===== config.mk =====
export PLATFORM = sky130hd
export DESIGN_NAME = unlock_lockout_controller_flat
export DESIGN_NICKNAME = d
export VERILOG_FILES = /design/src/rtl/unlock_lockout_controller_if.sv /design/src/rtl/unlock_lockout_controller.sv /design/src/flat_wrapper.sv
export SDC_FILE = /design/constraint.sdc
export NUM_CORES = 1
export LEC_CHECK = 0
export ABC_CLOCK_PERIOD_IN_PS = 4400
export CORE_ASPECT_RATIO = 0.8
export CORE_MARGIN = 1.5
export CORE_UTILIZATION = 45
export DETAILED_ROUTE_END_ITERATION = 10
export PLACE_DENSITY = 0.73
export RECOVER_POWER = 25
export SYNTH_ARGS = -nofsm -noshare
export SYNTH_HDL_FRONTEND = slang
export SYNTH_SLANG_ARGS = --single-unit

===== constraint.sdc =====
create_clock -name clk -period 4.4 [get_ports clk]
set_input_delay 0.88 -clock clk [delete_from_list [all_inputs] [get_ports clk]]
set_output_delay 0.88 -clock clk [all_outputs]
set_load 0.1 [all_outputs]

===== src/rtl/unlock_lockout_controller_if.sv =====
// Parallel-digit handshake between keypad source, this controller and the unlocker.
// "up" faces the keypad source, "dn" faces the unlocker's p_* port.
interface unlock_lockout_controller_if #(
  parameter int N = 4
);
  logic [N-1:0] up_data;
  logic         up_valid;
  logic         up_ready;
  logic [N-1:0] dn_data;
  logic         dn_valid;
  logic         dn_ready;

  modport master (
    output up_data, up_valid, dn_ready,
    input  up_ready, dn_data, dn_valid
  );

  modport slave (
    input  up_data, up_valid, dn_ready,
    output up_ready, dn_data, dn_valid
  );
endinterface


===== src/rtl/unlock_lockout_controller.sv =====
// Door-open / lockout policy stage behind the serial password unlocker.
// Counts consecutive failures, holds the door open or locks out for a fixed time, and gates the digit handshake.
module unlock_lockout_controller #(
  parameter int N              = 4,
  parameter int MAX_FAIL       = 3,
  parameter int OPEN_CYCLES    = 16,
  parameter int LOCKOUT_CYCLES = 64
) (
  input  logic                              clk,
  input  logic                              rst_n,
  input  logic                              unlock,
  input  logic                              pwd_incorrect,
  unlock_lockout_controller_if.slave        hs,
  output logic                              door_open,
  output logic                              lockout,
  output logic                              alarm,
  output logic [$clog2(MAX_FAIL+1)-1:0]     fail_count,
  output logic [7:0]                        lockout_events
);

  localparam int FW      = $clog2(MAX_FAIL + 1);
  localparam int MAX_CYC = (OPEN_CYCLES > LOCKOUT_CYCLES) ? OPEN_CYCLES : LOCKOUT_CYCLES;
  localparam int TW      = (MAX_CYC > 1) ? $clog2(MAX_CYC) : 1;

  localparam logic [FW-1:0] FAIL_LAST = FW'(MAX_FAIL - 1);
  localparam logic [FW-1:0] FAIL_FULL = FW'(MAX_FAIL);
  localparam logic [TW-1:0] OPEN_LOAD = TW'(OPEN_CYCLES - 1);
  localparam logic [TW-1:0] LOCK_LOAD = TW'(LOCKOUT_CYCLES - 1);

  typedef enum logic [1:0] {
    ARMED  = 2'd0,
    OPEN   = 2'd1,
    LOCKED = 2'd2
  } state_t;

  state_t          state_r;
  logic [TW-1:0]   timer_r;
  logic            unlock_q_r;
  logic            pwd_q_r;
  logic            success_s;
  logic            failure_s;
  logic            armed_s;
  logic [N-1:0]    data_s;

  assign success_s = unlock & ~unlock_q_r;
  assign failure_s = pwd_incorrect & ~pwd_q_r;
  assign armed_s   = (state_r == ARMED);

  // Digits pass straight through; nothing is buffered, only valid/ready are masked.
  assign data_s      = hs.up_data;
  assign hs.dn_data  = data_s;
  assign hs.dn_valid = hs.up_valid & armed_s;
  assign hs.up_ready = hs.dn_ready & armed_s;

  // Policy FSM with edge detectors, hold timer, counters and registered outputs.
  always_ff @(posedge clk or negedge rst_n) begin
    if (!rst_n) begin
      state_r        <= ARMED;
      timer_r        <= {TW{1'b0}};
      unlock_q_r     <= 1'b0;
      pwd_q_r        <= 1'b0;
      door_open      <= 1'b0;
      lockout        <= 1'b0;
      alarm          <= 1'b0;
      fail_count     <= {FW{1'b0}};
      lockout_events <= 8'd0;
    end else begin
      // Edge registers track the inputs in every state so held levels never re-fire.
      unlock_q_r <= unlock;
      pwd_q_r    <= pwd_incorrect;
      case (state_r)
        ARMED: begin
          if (success_s) begin
            state_r    <= OPEN;
            timer_r    <= OPEN_LOAD;
            fail_count <= {FW{1'b0}};
            door_open  <= 1'b1;
          end else if (failure_s) begin
            if (fail_count == FAIL_LAST) begin
              state_r    <= LOCKED;
              timer_r    <= LOCK_LOAD;
              fail_count <= FAIL_FULL;
              lockout    <= 1'b1;
              alarm      <= 1'b1;
              if (lockout_events != 8'd255) begin
                lockout_events <= lockout_events + 8'd1;
              end
            end else begin
              fail_count <= fail_count + FW'(1);
            end
          end
        end
        OPEN: begin
          if (timer_r == {TW{1'b0}}) begin
            state_r   <= ARMED;
            door_open <= 1'b0;
          end else begin
            timer_r <= timer_r - TW'(1);
          end
        end
        LOCKED: begin
          if (timer_r == {TW{1'b0}}) begin
            state_r    <= ARMED;
            fail_count <= {FW{1'b0}};
            lockout    <= 1'b0;
            alarm      <= 1'b0;
          end else begin
            timer_r <= timer_r - TW'(1);
          end
        end
        default: begin
          state_r   <= ARMED;
          timer_r   <= {TW{1'b0}};
          door_open <= 1'b0;
          lockout   <= 1'b0;
          alarm     <= 1'b0;
        end
      endcase
    end
  end

endmodule


===== src/flat_wrapper.sv =====
// flat-port wrapper written by rule: the top's interface ports become plain ports
module unlock_lockout_controller_flat 
#(
  parameter int N              = 4,
  parameter int MAX_FAIL       = 3,
  parameter int OPEN_CYCLES    = 16,
  parameter int LOCKOUT_CYCLES = 64
)
  (clk, rst_n, unlock, pwd_incorrect, door_open, lockout, alarm, fail_count, lockout_events, hs_up_data, hs_up_valid, hs_dn_ready, hs_up_ready, hs_dn_data, hs_dn_valid);
  unlock_lockout_controller_if #(.N(N)) hs_i ();
  input  logic clk;
  input  logic rst_n;
  input  logic unlock;
  input  logic pwd_incorrect;
  output logic door_open;
  output logic lockout;
  output logic alarm;
  output logic [$clog2(MAX_FAIL+1)-1:0] fail_count;
  output logic [7:0] lockout_events;
  input wire logic [$bits(hs_i.up_data)-1:0] hs_up_data;
  input wire logic [$bits(hs_i.up_valid)-1:0] hs_up_valid;
  input wire logic [$bits(hs_i.dn_ready)-1:0] hs_dn_ready;
  output wire logic [$bits(hs_i.up_ready)-1:0] hs_up_ready;
  output wire logic [$bits(hs_i.dn_data)-1:0] hs_dn_data;
  output wire logic [$bits(hs_i.dn_valid)-1:0] hs_dn_valid;
  assign hs_i.up_data = hs_up_data;
  assign hs_i.up_valid = hs_up_valid;
  assign hs_i.dn_ready = hs_dn_ready;
  assign hs_up_ready = hs_i.up_ready;
  assign hs_dn_data = hs_i.dn_data;
  assign hs_dn_valid = hs_i.dn_valid;
  unlock_lockout_controller #(.N(N), .MAX_FAIL(MAX_FAIL), .OPEN_CYCLES(OPEN_CYCLES), .LOCKOUT_CYCLES(LOCKOUT_CYCLES)) u_core (.clk(clk), .rst_n(rst_n), .unlock(unlock), .pwd_incorrect(pwd_incorrect), .hs(hs_i), .door_open(door_open), .lockout(lockout), .alarm(alarm), .fail_count(fail_count), .lockout_events(lockout_events));
endmodule

==> run summary, run 1 <==
status -> completed
met1 Use GR -> 0.237
global-route wire length before repair -> 4280 um
synthesized area -> 0.00129 mm^2
Final Setup Violations -> 0
GR Util met2 -> 0.267
data required time at the worst endpoint -> 3.52 ns
Core Footprint -> 0.00274 mm^2
GRT Util Overall -> 0.175
antenna cells -> 0
post-DR vias/cell -> 5.49
critical path fanouts, max -> 5
Synth-to-Final Area Change -> 18.9%
Max-Slew Margin vs Limit -> 0.258
cell at the slowest stage of the critical path -> clkdlybuf4s50_1
count leader, synth -> dfrtp_1
Fmax -> 0.354 GHz
Unique masters post-synth -> 36
global placement routability congestion -> 0.831
first drt pass iteration count -> 4
Finished Layout Cells -> 186
Setup crit start kind -> register
syn_nets -> 150
Worst-path clk slew -> 0.14 ns
Hold Path End -> u_core.lockout_events[7]
Fill cells -> 249
cell count after synthesis -> 132
GR peak layer -> met2
vias after detailed routing -> 1021
DRC -> 0
top cell family by delay on the critical path -> buffers and inverters
Final ANT Viol Nets -> 0
Yosys top cell by area -> dfrtp_1
Cells on Worst Hold Path -> 1
Slew Limit Fails -> 0
Worst Path Arrival -> 1.94 ns
Max clock buf depth -> 2
Die Span X -> 62.8 um
GR Overflow Total -> 0
Main synth FF type -> dfrtp_1
final period utilization -> 0.641
Root Driver -> clkbuf_4
worst-path cell chain -> clkdlybuf4s50_1
CP Capture Type -> output pin
Fin Setup TNS -> 0 ns
Die Ht -> 50.9 um
min-delay src -> u_core.lockout_events[7]
synth cell count leaders -> dfrtp_1 (22), o21ai_0 (11), a21oi_1 (10)
flop-to-flop setup slack -> 1.77 ns
skew final -> 0.00635 ns
num rows -> 17
worst r2r dst -> u_core.timer_r[2]
CP Buf/Inv Count -> 1
Synth async-reset ratio -> 1.00
full die area -> 0.00320 mm^2
Post-CTS Resized -> 0
DP HPWL -> 1930 um
fin util -> 0.559
hold crit path type -> reg -> reg
Worst R2R Path Depth -> 5
Mapped Avg Cell Area -> 9.76 um^2
Post-Route WL -> 2600 um
TritonCTS Buffers -> 3
CTS tree -> built
DR iter-0 viols -> 27
worst r2r src -> u_core.state_r[0]
Place WS -> 1.44 ns
met3 Use GR -> 0.0330
worst skew pair latency -> 0.32 ns
fin crit period -> 2.82 ns
Setup CP Type -> reg -> out
Initial Util -> 0.470
final net count -> 167
final setup margin -> 1.58 ns
Final Hold Vio Count -> 0
placed cell count -> 182
max incr delay on CP -> 1.17 ns
sequential share of the synthesized area -> 0.427
postcts setup bufs -> 0
max_cap viols -> 0
transition time of the tightest slew-check pin -> 1.11 ns
wire per inst -> 14.0 um
# IOs -> 29
depth of the CTS H-tree -> 1
CTS Hold Bufs -> 0
RSZ-0062 raised after global routing -> no
Yosys top cell area share -> 0.427
CTS Sinks -> 22
Synth Warn # -> 0
port buffer count -> 20
initial antenna violation count -> 0
fraction of layout cells with a size suffix above 1 -> 0.0878
top cells by area, synth -> dfrtp_1 (43%), ha_1 (7.8%), o21ai_0 (4.3%)
Post-synth EDFFs -> 0
Synth Register Bits -> 22
largest net degree at the start of global routing -> 23
number of global-route vias before repair -> 942
## placed cells by master, fill, tap and decap left out, types with 4 or more instances in the layout
cell,n
clkdlybuf4s50_1,15
a21oi_1,10
xnor2_1,4
nand2_1,8
nor3_1,8
inv_1,9
o21ai_0,11
ha_1,8
nor2_1,8
dfrtp_1,22
## per-stage QoR
stage	hold slack, ns	instance area, um^2
after CTS	0.518	1530
after detailed placement	0.500	1480
after global placement	0.485	1480
final	0.512	1530
after global routing	0.550	1530
after floorplan	0.493	1290
## routing by layer
| metal | routed length, um | share of wire |
|---|---|---|
| met1 | 1270 | 0.49 |
| met2 | 1170 | 0.45 |
| met3 | 119 | 0.046 |
| met4 | 45 | 0.017 |
| met5 | 0 | 0 |
## worst max-delay path by stage
| stage | slack [ns] | cells after the start | end | startpoint |
|---|---|---|---|---|
| 5_1_grt | 1.38 | 5 | u_core.timer_r[5] | unlock |
| 4_1_cts | 1.57 | 1 | lockout_events[3] | u_core.lockout_events[3] |
| 3_3_place_gp | 1.56 | 5 | u_core.timer_r[4] | unlock |
| 6_report | 1.58 | 1 | lockout_events[3] | u_core.lockout_events[3] |
| 2_1_floorplan | 1.80 | 4 | hs_dn_valid | u_core.state_r[0] |
| 3_5_place_dp | 1.44 | 4 | u_core.timer_r[5] | unlock |
## cell type report
cell class                      count  area (um^2)  share of cell area
Clock buffer                        3         22.5              0.0147
Timing Repair Buffer               20          195               0.127
Tap cell                           38         47.5              0.0310
Inverter                            9         33.8              0.0220
Sequential cell                    22          551               0.359
Clock inverter                      1         30.0              0.0196
Multi-Input combinational cell     93          653               0.426
## worst reg2reg max path, stage by stage (launching register included)
cell	delay (ns)
dfrtp_1	0.44
inv_1	0.12
ha_1	0.45
inv_1	0.23
o32ai_1	0.99
o21ai_0	0.25
## cell families after synthesis
family,synth area share
AO/OA/AOI/OAI,0.181
XOR/XNOR,0.0408
adder cells (fa/ha/maj),0.0777
buffers and inverters,0.0660
flip-flops,0.427
multiplexers,0.0282
AND/OR/NAND/NOR,0.180
## registers in the layout, indices dropped and copies added (netlist names)
| register | cells |
|---|---|
| u_core.lockout_events | 8 |
| u_core.timer_r | 6 |
| u_core.fail_count | 2 |
| u_core.state_r | 2 |
| u_core.door_open | 1 |
| u_core.lockout | 1 |
| u_core.pwd_q_r | 1 |
| u_core.unlock_q_r | 1 |
Power of run 1 is left out: the tool's default activity adds up to more than one toggle a clock period on the data nets, which glitch-free logic cannot reach.
==> run 2, diff against run 1 <==
Settings changed: ABC_CLOCK_PERIOD_IN_PS 4400 to 2400, PLACE_DENSITY 0.73 to 0.76.
Clock period 4.4 ns to 2.4 ns, I/O delays scaled along.
==> run 2 against run 1 <==
  * Wire length up 3.0%
  * Worst hold slack about the same
  * Clock skew down 0.0018 ns
  * First-iteration DRC count rose to 3.2 times the previous value
  * Sequential share of layout area up 0.27 points
  * Global-route usage up 1.2 points
  * Via count up 1.9%
  * Die area unchanged
  * Final cell count up 1.6%
  * Design area down 0.73%
  * Core utilization down 0.41 points
  * Worst setup slack worse by 1.2 ns
==> run summary, run 2 (same netlist as run 1, synthesis figures left out) <==
hold crit path type -> reg -> reg
Setup CP Type -> reg -> out
Max clock buf depth -> 2
depth of the CTS H-tree -> 1
DR iter-0 viols -> 86
data required time at the worst endpoint -> 1.92 ns
Initial Util -> 0.470
CP Capture Type -> output pin
Final Setup Violations -> 0
global-route wire length before repair -> 4550 um
fin util -> 0.554
CTS Hold Bufs -> 0
# IOs -> 29
full die area -> 0.00320 mm^2
Setup crit start kind -> register
worst skew pair latency -> 0.31 ns
commonest cells after routing, fill and taps aside -> dfrtp_1 (22), buf_4 (16), o21ai_0 (11)
fraction of layout cells with a size suffix above 1 -> 0.185
Final Hold Vio Count -> 0
Synth-to-Final Area Change -> 18.1%
DRC -> 0
Max-Slew Margin vs Limit -> 0.201
GR Overflow Total -> 0
Regs by FF count -> u_core.lockout_events (8), u_core.timer_r (6)
CTS Sinks -> 22
critical path fanouts, max -> 11
first drt pass iteration count -> 4
RSZ-0062 raised after global routing -> no
global placement routability congestion -> 0.879
Final ANT Viol Nets -> 0
antenna cells -> 0
status -> completed
Largest register FFs -> 8
final period utilization -> 0.860
DP HPWL -> 2030 um
Hold Slack -> 0.512 ns
transition time of the tightest slew-check pin -> 1.20 ns
Root Driver -> clkbuf_4
Top reg by flops -> u_core.lockout_events
Worst R2R Path Depth -> 4
Post-CTS Resized -> 0
port buffer count -> 20
final net count -> 171
wire per inst -> 14.2 um
GRT Util Overall -> 0.187
initial antenna violation count -> 0
Fill cells -> 245
Die Ht -> 50.9 um
Slew Limit Fails -> 0
leading cell type in the layout, fill and taps excluded -> dfrtp_1
Cells on Worst Hold Path -> 1
Die Span X -> 62.8 um
number of global-route vias before repair -> 988
postcts setup bufs -> 0
fin crit period -> 2.06 ns
vias after detailed routing -> 1040
Fin Setup TNS -> 0 ns
Worst Path Arrival -> 1.58 ns
Worst-path clk slew -> 0.12 ns
num rows -> 17
Core Footprint -> 0.00274 mm^2
max_cap viols -> 0
largest net degree at the start of global routing -> 23
post-DR vias/cell -> 5.50
CTS tree -> built
Fmax -> 0.485 GHz
Post-Route WL -> 2680 um
skew final -> 0.00459 ns
TritonCTS Buffers -> 3
-- run 2: changes by cell type in the layout (fill, tap and decap cells not counted) --
| cell | previous run | this run |
|---|---|---|
| clkbuf_1 | 0 | 1 |
| bufinv_16 | 1 | 0 |
| buf_12 | 0 | 2 |
| clkdlybuf4s50_1 | 15 | 2 |
| buf_4 | 2 | 16 |
-- run 2: final cells by class --
class / instances / area (um^2) / share of cell area
clock buffer: 3 / 22.5 / 0.0148
inverter: 9 / 33.8 / 0.0222
multi-input combinational: 93 / 653 / 0.429
sequential: 22 / 551 / 0.362
tap: 38 / 47.5 / 0.0312
timing repair buffer: 24 / 214 / 0.141
-- run 2: worst max-delay path, stage by stage, from the launching register on --
cell and delay, ns:
dfrtp_1 0.42, inv_1 0.12, ha_1 0.18, buf_4 0.18, and2_1 0.19, buf_12 0.18
-- run 2: path summary, 6_finish.rpt --
kind	slack, ns	to	startpoint
worst min register to register	0.51	u_core.lockout_events[7]	u_core.lockout_events[7]
worst min-delay path	0.51	u_core.lockout_events[7]	u_core.lockout_events[7]
worst max-delay path	0.34	hs_dn_valid	u_core.state_r[0]
min in group asynchronous	0.92	u_core.timer_r[2]	rst_n
max in group asynchronous	0.78	u_core.lockout	rst_n
worst max register to register	0.56	u_core.lockout_events[1]	u_core.lockout_events[0]
-- run 2: stage by stage --
| stage | std cells | cell area (um^2) | setup slack (ns) |
|---|---|---|---|
| after global routing | 189 | 1520 | 0.249 |
| final | 189 | 1520 | 0.336 |
| after global placement | 186 | 1500 | 0.279 |
| after detailed placement | 186 | 1500 | 0.244 |
| after CTS | 189 | 1530 | 0.332 |
| after floorplan | 132 | 1290 | 0.121 |
-- run 2: per-layer routing --
layer / share of wire / up-vias / wire length [um] / track usage
met4: 0.0071 / 0 / 19 / 0.0556
met5: 0 / - / 0 / 0
met2: 0.44 / 42 / 1180 / 0.287
met3: 0.076 / 3 / 204 / 0.0507
met1: 0.48 / 490 / 1280 / 0.262
li1: - / 505 / - / -
Power of run 2 is left out for the same reason.
==> run 3, diff against run 2 <==
Settings changed: CORE_UTILIZATION 45 to 40, PLACE_DENSITY 0.76 to 0.68, SLEW_MARGIN set to 20.
==> run 3 against run 2 <==
  * Flip-flop and latch count unchanged
  * Final cell count grew 0.53%
  * Critical path type is now in -> reg
  * Design area up 1.4%
  * Worst hold slack lost 0.0022 ns
  * Worst setup slack gained 0.0064 ns
  * Count of clock-buffer cells in the layout stayed put
  * Wire length fell by 4.9%
  * Clock skew is 0.0015 ns lower
==> run summary, run 3 (same netlist as run 1, synthesis figures left out) <==
status -> completed
Max-Slew Margin vs Limit -> 0.215
Die Ht -> 53.8 um
max_cap viols -> 0
Final Setup Violations -> 0
Top reg by flops -> u_core.lockout_events
DP HPWL -> 1970 um
final period utilization -> 0.857
Initial Util -> 0.418
skew final -> 0.00310 ns
port buffer count -> 20
DRC -> 0
leading cell type in the layout, fill and taps excluded -> dfrtp_1
worst skew pair latency -> 0.26 ns
Worst R2R Path Depth -> 6
Core Footprint -> 0.00309 mm^2
Root Driver -> clkbuf_8
Fmax -> 0.486 GHz
Setup crit start kind -> input pin
hold crit path type -> reg -> reg
Final Hold Vio Count -> 0
most frequent CP cell -> o21ai_0
final net count -> 170
Final ANT Viol Nets -> 0
Worst-path clk slew -> 0.07 ns
final setup margin -> 0.343 ns
Max clock buf depth -> 2
DR iter-0 viols -> 48
num rows -> 18
RSZ-0062 raised after global routing -> no
postcts setup bufs -> 0
Post-Route WL -> 2550 um
Die Span X -> 66.5 um
CP Capture Type -> register
CTS Hold Bufs -> 0
depth of the CTS H-tree -> 1
wire per inst -> 13.4 um
Post-CTS Resized -> 0
Place WS -> -0.208 ns
post-DR vias/cell -> 5.25
worst r2r dst -> u_core.timer_r[4]
global placement routability congestion -> 0.883
flop-to-flop setup slack -> 0.54 ns
# IOs -> 29
Slew Limit Fails -> 0
largest net degree at the start of global routing -> 23
Setup CP Type -> in -> reg
fin crit period -> 2.06 ns
cell at the slowest stage of the critical path -> o32ai_2
Regs by FF count -> u_core.lockout_events (8), u_core.timer_r (6)
Hold Path End -> u_core.lockout_events[7]
global-route wire length before repair -> 4270 um
critical path fanouts, max -> 12
data required time at the worst endpoint -> 2.57 ns
commonest cells after routing, fill and taps aside -> dfrtp_1 (22), buf_4 (15), o21ai_0 (11)
max incr delay on CP -> 0.65 ns
vias after detailed routing -> 998
Worst Path Arrival -> 2.23 ns
antenna cells -> 0
worst-path cell chain -> dlygate4sd3_1 -> nor2b_1 -> o32ai_2 -> o21ai_0 -> o21ai_0
fraction of layout cells with a size suffix above 1 -> 0.187
initial antenna violation count -> 0
worst r2r src -> u_core.state_r[0]
CTS tree -> built
TritonCTS Buffers -> 3
min-delay src -> u_core.lockout_events[7]
Synth-to-Final Area Change -> 19.7%
full die area -> 0.00357 mm^2
Largest register FFs -> 8
CTS Sinks -> 22
GRT Util Overall -> 0.164
Cells on Worst Hold Path -> 1
GR Overflow Total -> 0
transition time of the tightest slew-check pin -> 1.18 ns
number of global-route vias before repair -> 926
first drt pass iteration count -> 4
==> run 3: area by class of cell <==
| class | instances | area, um^2 |
|---|---|---|
| timing repair buffer | 23 | 206 |
| tap | 40 | 50.0 |
| multi-input combinational | 93 | 661 |
| clock buffer | 3 | 41.3 |
| inverter | 9 | 33.8 |
| sequential | 22 | 551 |
| fill | 287 | 1540 |
==> run 3: metrics by stage <==
stage | cell area, um^2 | hold slack (ns) | TNS [ns] | cells | utilization
6_report | 1540 | 0.510 | 0 | 190 | 0.500
5_1_grt | 1540 | 0.528 | 0 | 190 | 0.500
4_1_cts | 1540 | 0.502 | 0 | 190 | 0.499
3_5_place_dp | 1500 | 0.491 | -0.961 | 187 | 0.485
3_3_place_gp | 1500 | 0.491 | -0.0255 | 187 | 0.485
2_1_floorplan | 1290 | 0.184 | 0 | 132 | -
==> run 3: worst max path at each step <==
stage	from	end	slack (ns)	cells after the start
after floorplan	u_core.lockout_events[0]	u_core.lockout_events[1]	0.12	4
after global placement	unlock	u_core.timer_r[5]	-0.02	5
after detailed placement	unlock	u_core.timer_r[5]	-0.21	5
after CTS	unlock	u_core.timer_r[4]	0.07	4
after global routing	unlock	u_core.timer_r[2]	0.18	5
final	unlock	u_core.timer_r[4]	0.34	5
==> run 3: routing by layer <==
metal / GRT usage / part of all wire / routed length, um / vias to the layer above
met5: 0 / 0 / 0 / -
met4: 0.0612 / 0.015 / 38 / 0
met3: 0.0377 / 0.034 / 86 / 4
met2: 0.257 / 0.44 / 1120 / 22
met1: 0.223 / 0.51 / 1300 / 473
li1: - / - / - / 499
==> run 3: worst max-delay path: cells and delay by family <==
kind	cells	cell delay, ns
AOI/OAI and AO/OA	3	0.95
and+or+nand+nor	1	0.22
buffers and inverters	1	0.57
Power of run 3 is left out for the same reason.
==> edit 1 (flow settings as in run 2) <==
Encoding of `state_t`: now one-hot (3 bits for 3 states).
--- a/src/rtl/unlock_lockout_controller.sv
+++ b/src/rtl/unlock_lockout_controller.sv
@@ -27,10 +27,10 @@
   localparam logic [TW-1:0] OPEN_LOAD = TW'(OPEN_CYCLES - 1);
   localparam logic [TW-1:0] LOCK_LOAD = TW'(LOCKOUT_CYCLES - 1);
 
-  typedef enum logic [1:0] {
-    ARMED  = 2'd0,
-    OPEN   = 2'd1,
-    LOCKED = 2'd2
+  typedef enum logic [2:0] {
+    ARMED  = 3'b001,
+    OPEN   = 3'b010,
+    LOCKED = 3'b100
   } state_t;
 
   state_t          state_r;
Function: same outputs for any inputs over 10 cycles, from zero or initial values and one cycle with rst_n low; not proved beyond that.
==> edit 1 against run 2 <==
Area after synthesis is 0.78% lower; global-route usage is 0.41 points lower; sequential cell count is 1 higher; wire length is 2.0% lower; hold slack worse by 0.0057 ns; core utilization is 0.53 points higher; synthesized cell count is 6.1% lower; setup slack worse by 0.086 ns; design area is 0.16% higher; final cell count is 2.6% lower.
==> edit 1: results (changes against run 2) <==
| Metric | Value |
|---|---|
| Layout non-clock buf frac | `15.0% (+0.96 points)` |
| Vias/cell | `5.45 (-1.0%)` |
| #MultiIn Comb | `88 (-5.4%)` |
| Ant. Diodes | `0 (unchanged)` |
| Placed Area | `1500 sq um (about the same)` |
| CLK BUF | `4 (+1)` |
| Fillers | `259 (+5.7%)` |
| Crit path max fanout | `8 (-3)` |
| Layout cells sized above 1 | `19.2% (+0.64 points)` |
| Fin Clk Skew | `0.00192 ns (-0.00267 ns)` |
| Max stage delay cell, worst path | `dfstp_2` |
| Post-synthesis cell type count | `40 (+11%)` |
| GRT Util Overall | `18.3% (-0.41 points)` |
| H-Tree Depth | `1 (unchanged)` |
| Max incr delay on CP | `0.61 ns (+0.19 ns)` |
| CP endpoint | `hs_up_ready` |
| Non-CTS inverters | `5 (-4)` |
| Largest net degree at the start of global routing | `24 (+4.3%)` |
| Worst R2R End | `u_core.lockout_events[7]$_DFFE_PN0P_` |
| Largest cells by area after synthesis | `dfrtp_1 (43%), xor2_1 (4.8%), ha_1 (3.9%)` |
| Number of global-route vias before repair | `990 (+0.20%)` |
| Worst Reg-to-Reg Cells | `5 (+1)` |
| Reg2reg setup slack | `0.27 ns (-0.29 ns)` |
| Ys async rst share | `100% (unchanged)` |
| Run status | `completed` |
| Post-DP HPWL | `1970 um (-2.8%)` |
| Hold slack final | `0.506 ns (-0.00569 ns)` |
| Clk tree area frac | `1.72% (+0.24 points)` |
| Drt first-iter violations | `37 (-57%)` |
| Via count | `1002 (-3.7%)` |
| Storage cell area | `577 sq um (+4.8%)` |
| Worst EP arrival | `1.67 ns (+0.09 ns)` |
| Routability cong. | `0.830 (-5.6%)` |
| First-pass GRT wire length | `4640 um (+1.8%)` |
| Top cells by count, synth | `dfrtp_1 (22), nand2_1 (8), xor2_1 (7), nor2_1 (6)` |
| Top flop regs | `u_core.lockout_events (8), u_core.timer_r (6), u_core.state_r (3)` |
| Top delay family on crit path | `flip-flops` |
| Antenna violations before repair | `0 (unchanged)` |
| Routed Wire Length | `2620 um (-2.0%)` |
| Mapped Cells | `124 (-6.1%)` |
| Fmax | `465 MHz (-4.0%)` |
| Placed Cells | `180 (-3.2%)` |
| Worst r2r src | `u_core.state_r[0]$_DFFE_PN1P_` |
| Clock sink count | `23 (+4.5%)` |
| Die Width | `62.6 um (-0.37%)` |
| Seq/Total Area, Yosys | `45.1% (+2.4 points)` |
| Worst-path clk slew | `0.13 ns` |
| Non-clk bufs | `26 (+8.3%)` |
| Multi-input combinational area share | `41.1% (-1.9 points)` |
| First-pass DRT Iterations | `4 (unchanged)` |
| Slew HR | `17.0% (-3.1 points)` |
| Worst slack at placement | `0.226 ns (-0.0180 ns)` |
| Nets | `161 (-5.8%)` |
| Syn Nets | `138 (-8.0%)` |
| Area growth syn-to-layout | `19.2%` |
## edit 1: power by group
group          switching, mW  leakage (nW)  total (mW)  internal, mW
Combinational          0.681         0.389        1.03         0.350
Sequential             0.117         0.300       0.609         0.492
Clock                  0.118        0.0150       0.183        0.0649
## edit 1: logic make-up (layout without fill, tap and decap cells)
group                      after synthesis  after routing  share of synthesized area, %
AOI/OAI and AO/OA                       27             27                          14.0
xor gates and xnor gates                 8              8                          5.48
adders and majority gates                4              4                          3.91
buffers and inverters                   13             35                          5.97
DFF                                     23             23                          45.1
muxes                                    3              3                          2.64
and+or+nand+nor                         46             46                          22.9
## edit 1: per-layer routing
layer	wire (um)	up-vias	share of wire [%]	track usage, %
li1	-	483	-	-
met1	1340	493	51	25.1
met2	1170	22	45	29.2
met3	96	4	3.7	5.16
met4	17	0	0.65	3.70
met5	0	-	0	0
==> edit 2 (settings of run 2) <==
Without the edit above. `OPEN_CYCLES` is set to 16 in 2 places; all go to 64.
--- a/src/rtl/unlock_lockout_controller.sv
+++ b/src/rtl/unlock_lockout_controller.sv
@@ -3,7 +3,7 @@
 module unlock_lockout_controller #(
   parameter int N              = 4,
   parameter int MAX_FAIL       = 3,
-  parameter int OPEN_CYCLES    = 16,
+  parameter int OPEN_CYCLES    = 64,
   parameter int LOCKOUT_CYCLES = 64
 ) (
   input  logic                              clk,
--- a/src/flat_wrapper.sv
+++ b/src/flat_wrapper.sv
@@ -3,7 +3,7 @@
 #(
   parameter int N              = 4,
   parameter int MAX_FAIL       = 3,
-  parameter int OPEN_CYCLES    = 16,
+  parameter int OPEN_CYCLES    = 64,
   parameter int LOCKOUT_CYCLES = 64
 )
   (clk, rst_n, unlock, pwd_incorrect, door_open, lockout, alarm, fail_count, lockout_events, hs_up_data, hs_up_valid, hs_dn_ready, hs_up_ready, hs_dn_data, hs_dn_valid);
Formal check against the unedited RTL: no difference found for any inputs over 10 cycles, from zero or initial values and one cycle with rst_n low; that may be too few to reach the edited logic, so the function may still have changed.
==> edit 2 against run 2 <==
Global-route usage shrank 0.70 points; clock skew grew 0.00091 ns; design area grew 5.4%; area after synthesis grew 4.9%; core utilization grew 1.7 points; sequential cell count is the same; setup slack lost 0.13 ns; wire length grew 1.9%; critical path depth shrank 1; count of clock-buffer cells in the layout grew 1; highest routed layer unchanged.
==> edit 2: results (changes against run 2) <==
| Metric | Value |
|---|---|
| Run status | `completed` |
| Top cells by count, synth | `dfrtp_1 (22), a21oi_1 (12), inv_1 (9), ha_1 (8), nor2_1 (8)` |
| Layout non-clock buf frac | `11.9% (-2.1 points)` |
| Syn_area_per_cell | `9.58 sq um (-1.8%)` |
| Seq/Total Area, Yosys | `40.7% (-2.0 points)` |
| Layout cells sized above 1 | `23.1% (+4.6 points)` |
| Post-DP HPWL | `2020 um (-0.11%)` |
| Share of the synthesized area in the top cell type | `40.7% (-2.0 points)` |
| Top delay family on crit path | `adder cells` |
| Worst skew pair latency | `0.26 ns (-0.05 ns)` |
| P_leak | `roughly 0.77 nW` |
| Fillers | `240 (-2.0%)` |
| Post-Layout Cell Count | `198 (+4.8%)` |
| Clk Tree Root Cell | `clkbuf_8` |
| Max incr delay on CP | `0.48 ns (+0.06 ns)` |
| #MultiIn Comb | `103 (+11%)` |
| Drt first-iter violations | `73 (-15%)` |
| Hold_sp | `u_core.lockout_events[6]$_DFFE_PN0P_` |
| Final Util | `57.1% (+1.7 points)` |
| Multi-input combinational area share | `45.0% (+2.1 points)` |
| Port bufs | `20 (unchanged)` |
| First-pass GRT wire length | `4680 um (+2.7%)` |
| Non-clk bufs | `21 (-13%)` |
| Post-Synth Adder-Cell Area | `7.41% (-0.36 points)` |
| Fraction of synthesized area in multiplexers | `1.67% (-1.1 points)` |
| Post-Synth XOR/XNOR Area | `2.59% (-1.5 points)` |
| Clk tree area frac | `3.43% (+2.0 points)` |
| Top flop regs | `u_core.lockout_events (8), u_core.timer_r (6)` |
| Placed Cells | `194 (+4.3%)` |
| Worst EP arrival | `1.71 ns (+0.13 ns)` |
| Vias/cell | `5.58 (+1.4%)` |
| Routability cong. | `0.809 (-7.9%)` |
| Fin Clk Skew | `0.00550 ns (+0.000912 ns)` |
| Syn Nets | `159 (+6.0%)` |
| Crit path max fanout | `13 (+2)` |
| Nets | `179 (+4.7%)` |
| CLK BUF | `4 (+1)` |
| Die area | `3340 sq um (+4.6%)` |
| Slew at the pin closest to its max-slew limit | `1.18 ns (-0.0146 ns)` |
| Post-synthesis cell type count | `43 (+19%)` |
| GRT Util Overall | `18.0% (-0.70 points)` |
| Worst-path clk slew | `0.08 ns (-0.04 ns)` |
| Worst slack at placement | `0.220 ns (-0.0240 ns)` |
| Largest cells by area after synthesis | `dfrtp_1 (41%), ha_1 (7.4%), a21oi_1 (4.4%)` |
| Non-CTS inverters | `10 (+1)` |
| Number of global-route vias before repair | `1061 (+7.4%)` |
| Post-synthesis compound-gate area fraction | `19.3% (+1.2 points)` |
## edit 2: changes by cell type in the layout (fill, tap and decap cells not counted), moves of 2 or more
cell,before,now
a21oi_1,10,12
a31oi_1,2,6
a41oi_1,0,2
buf_4,16,13
clkbuf_4,3,0
clkbuf_8,0,4
mux2_1,0,2
nand3_1,0,4
nand4_1,3,1
o21ai_0,11,4
o21ai_2,0,6
xnor2_1,4,0
xor2_1,2,4
## edit 2: power by group through the flow
stage                     combinational (mW)  clock [mW]  sequential, mW
after floorplan                        0.704           0           0.842
after global placement                  1.16           0           0.582
after detailed placement                1.19           0           0.592
after CTS                               1.20       0.270           0.585
after global routing                    1.29       0.285           0.606
final                                   1.20       0.264           0.590
## edit 2: cells by family (layout without fill, tap and decap cells)
kind of cell / count (synthesis) / after routing
AO/OA/AOI/OAI: 39 / 39
buffers and inverters: 16 / 35
AND/OR/NAND/NOR: 50 / 50
XOR/XNOR: 4 / 4
adder cells (fa/ha/maj): 8 / 8
flip-flops: 22 / 22
multiplexers: 2 / 2
## edit 2: per-layer routing
metal	vias up	part of all wire (%)	routed length, um	track usage, %
met5	-	0	0	0
met4	0	0.70	19	6.03
met3	4	5.3	144	4.76
met2	31	46	1270	29.5
met1	525	48	1300	23.4
li1	545	-	-	-
## edit 2: path summary, 6_finish.rpt
kind	slack [ns]	depth (start not counted)	endpoint
max	0.21	4	hs_dn_valid
min	0.51	1	u_core.lockout_events[6]$_DFFE_PN0P_
max reg2reg	0.38	5	u_core.lockout_events[7]$_DFFE_PN0P_
min reg2reg	0.51	1	u_core.lockout_events[6]$_DFFE_PN0P_
max in group asynchronous	0.72	2	u_core.timer_r[0]$_DFFE_PN0P_
min in group asynchronous	0.97	2	u_core.timer_r[2]$_DFFE_PN0P_
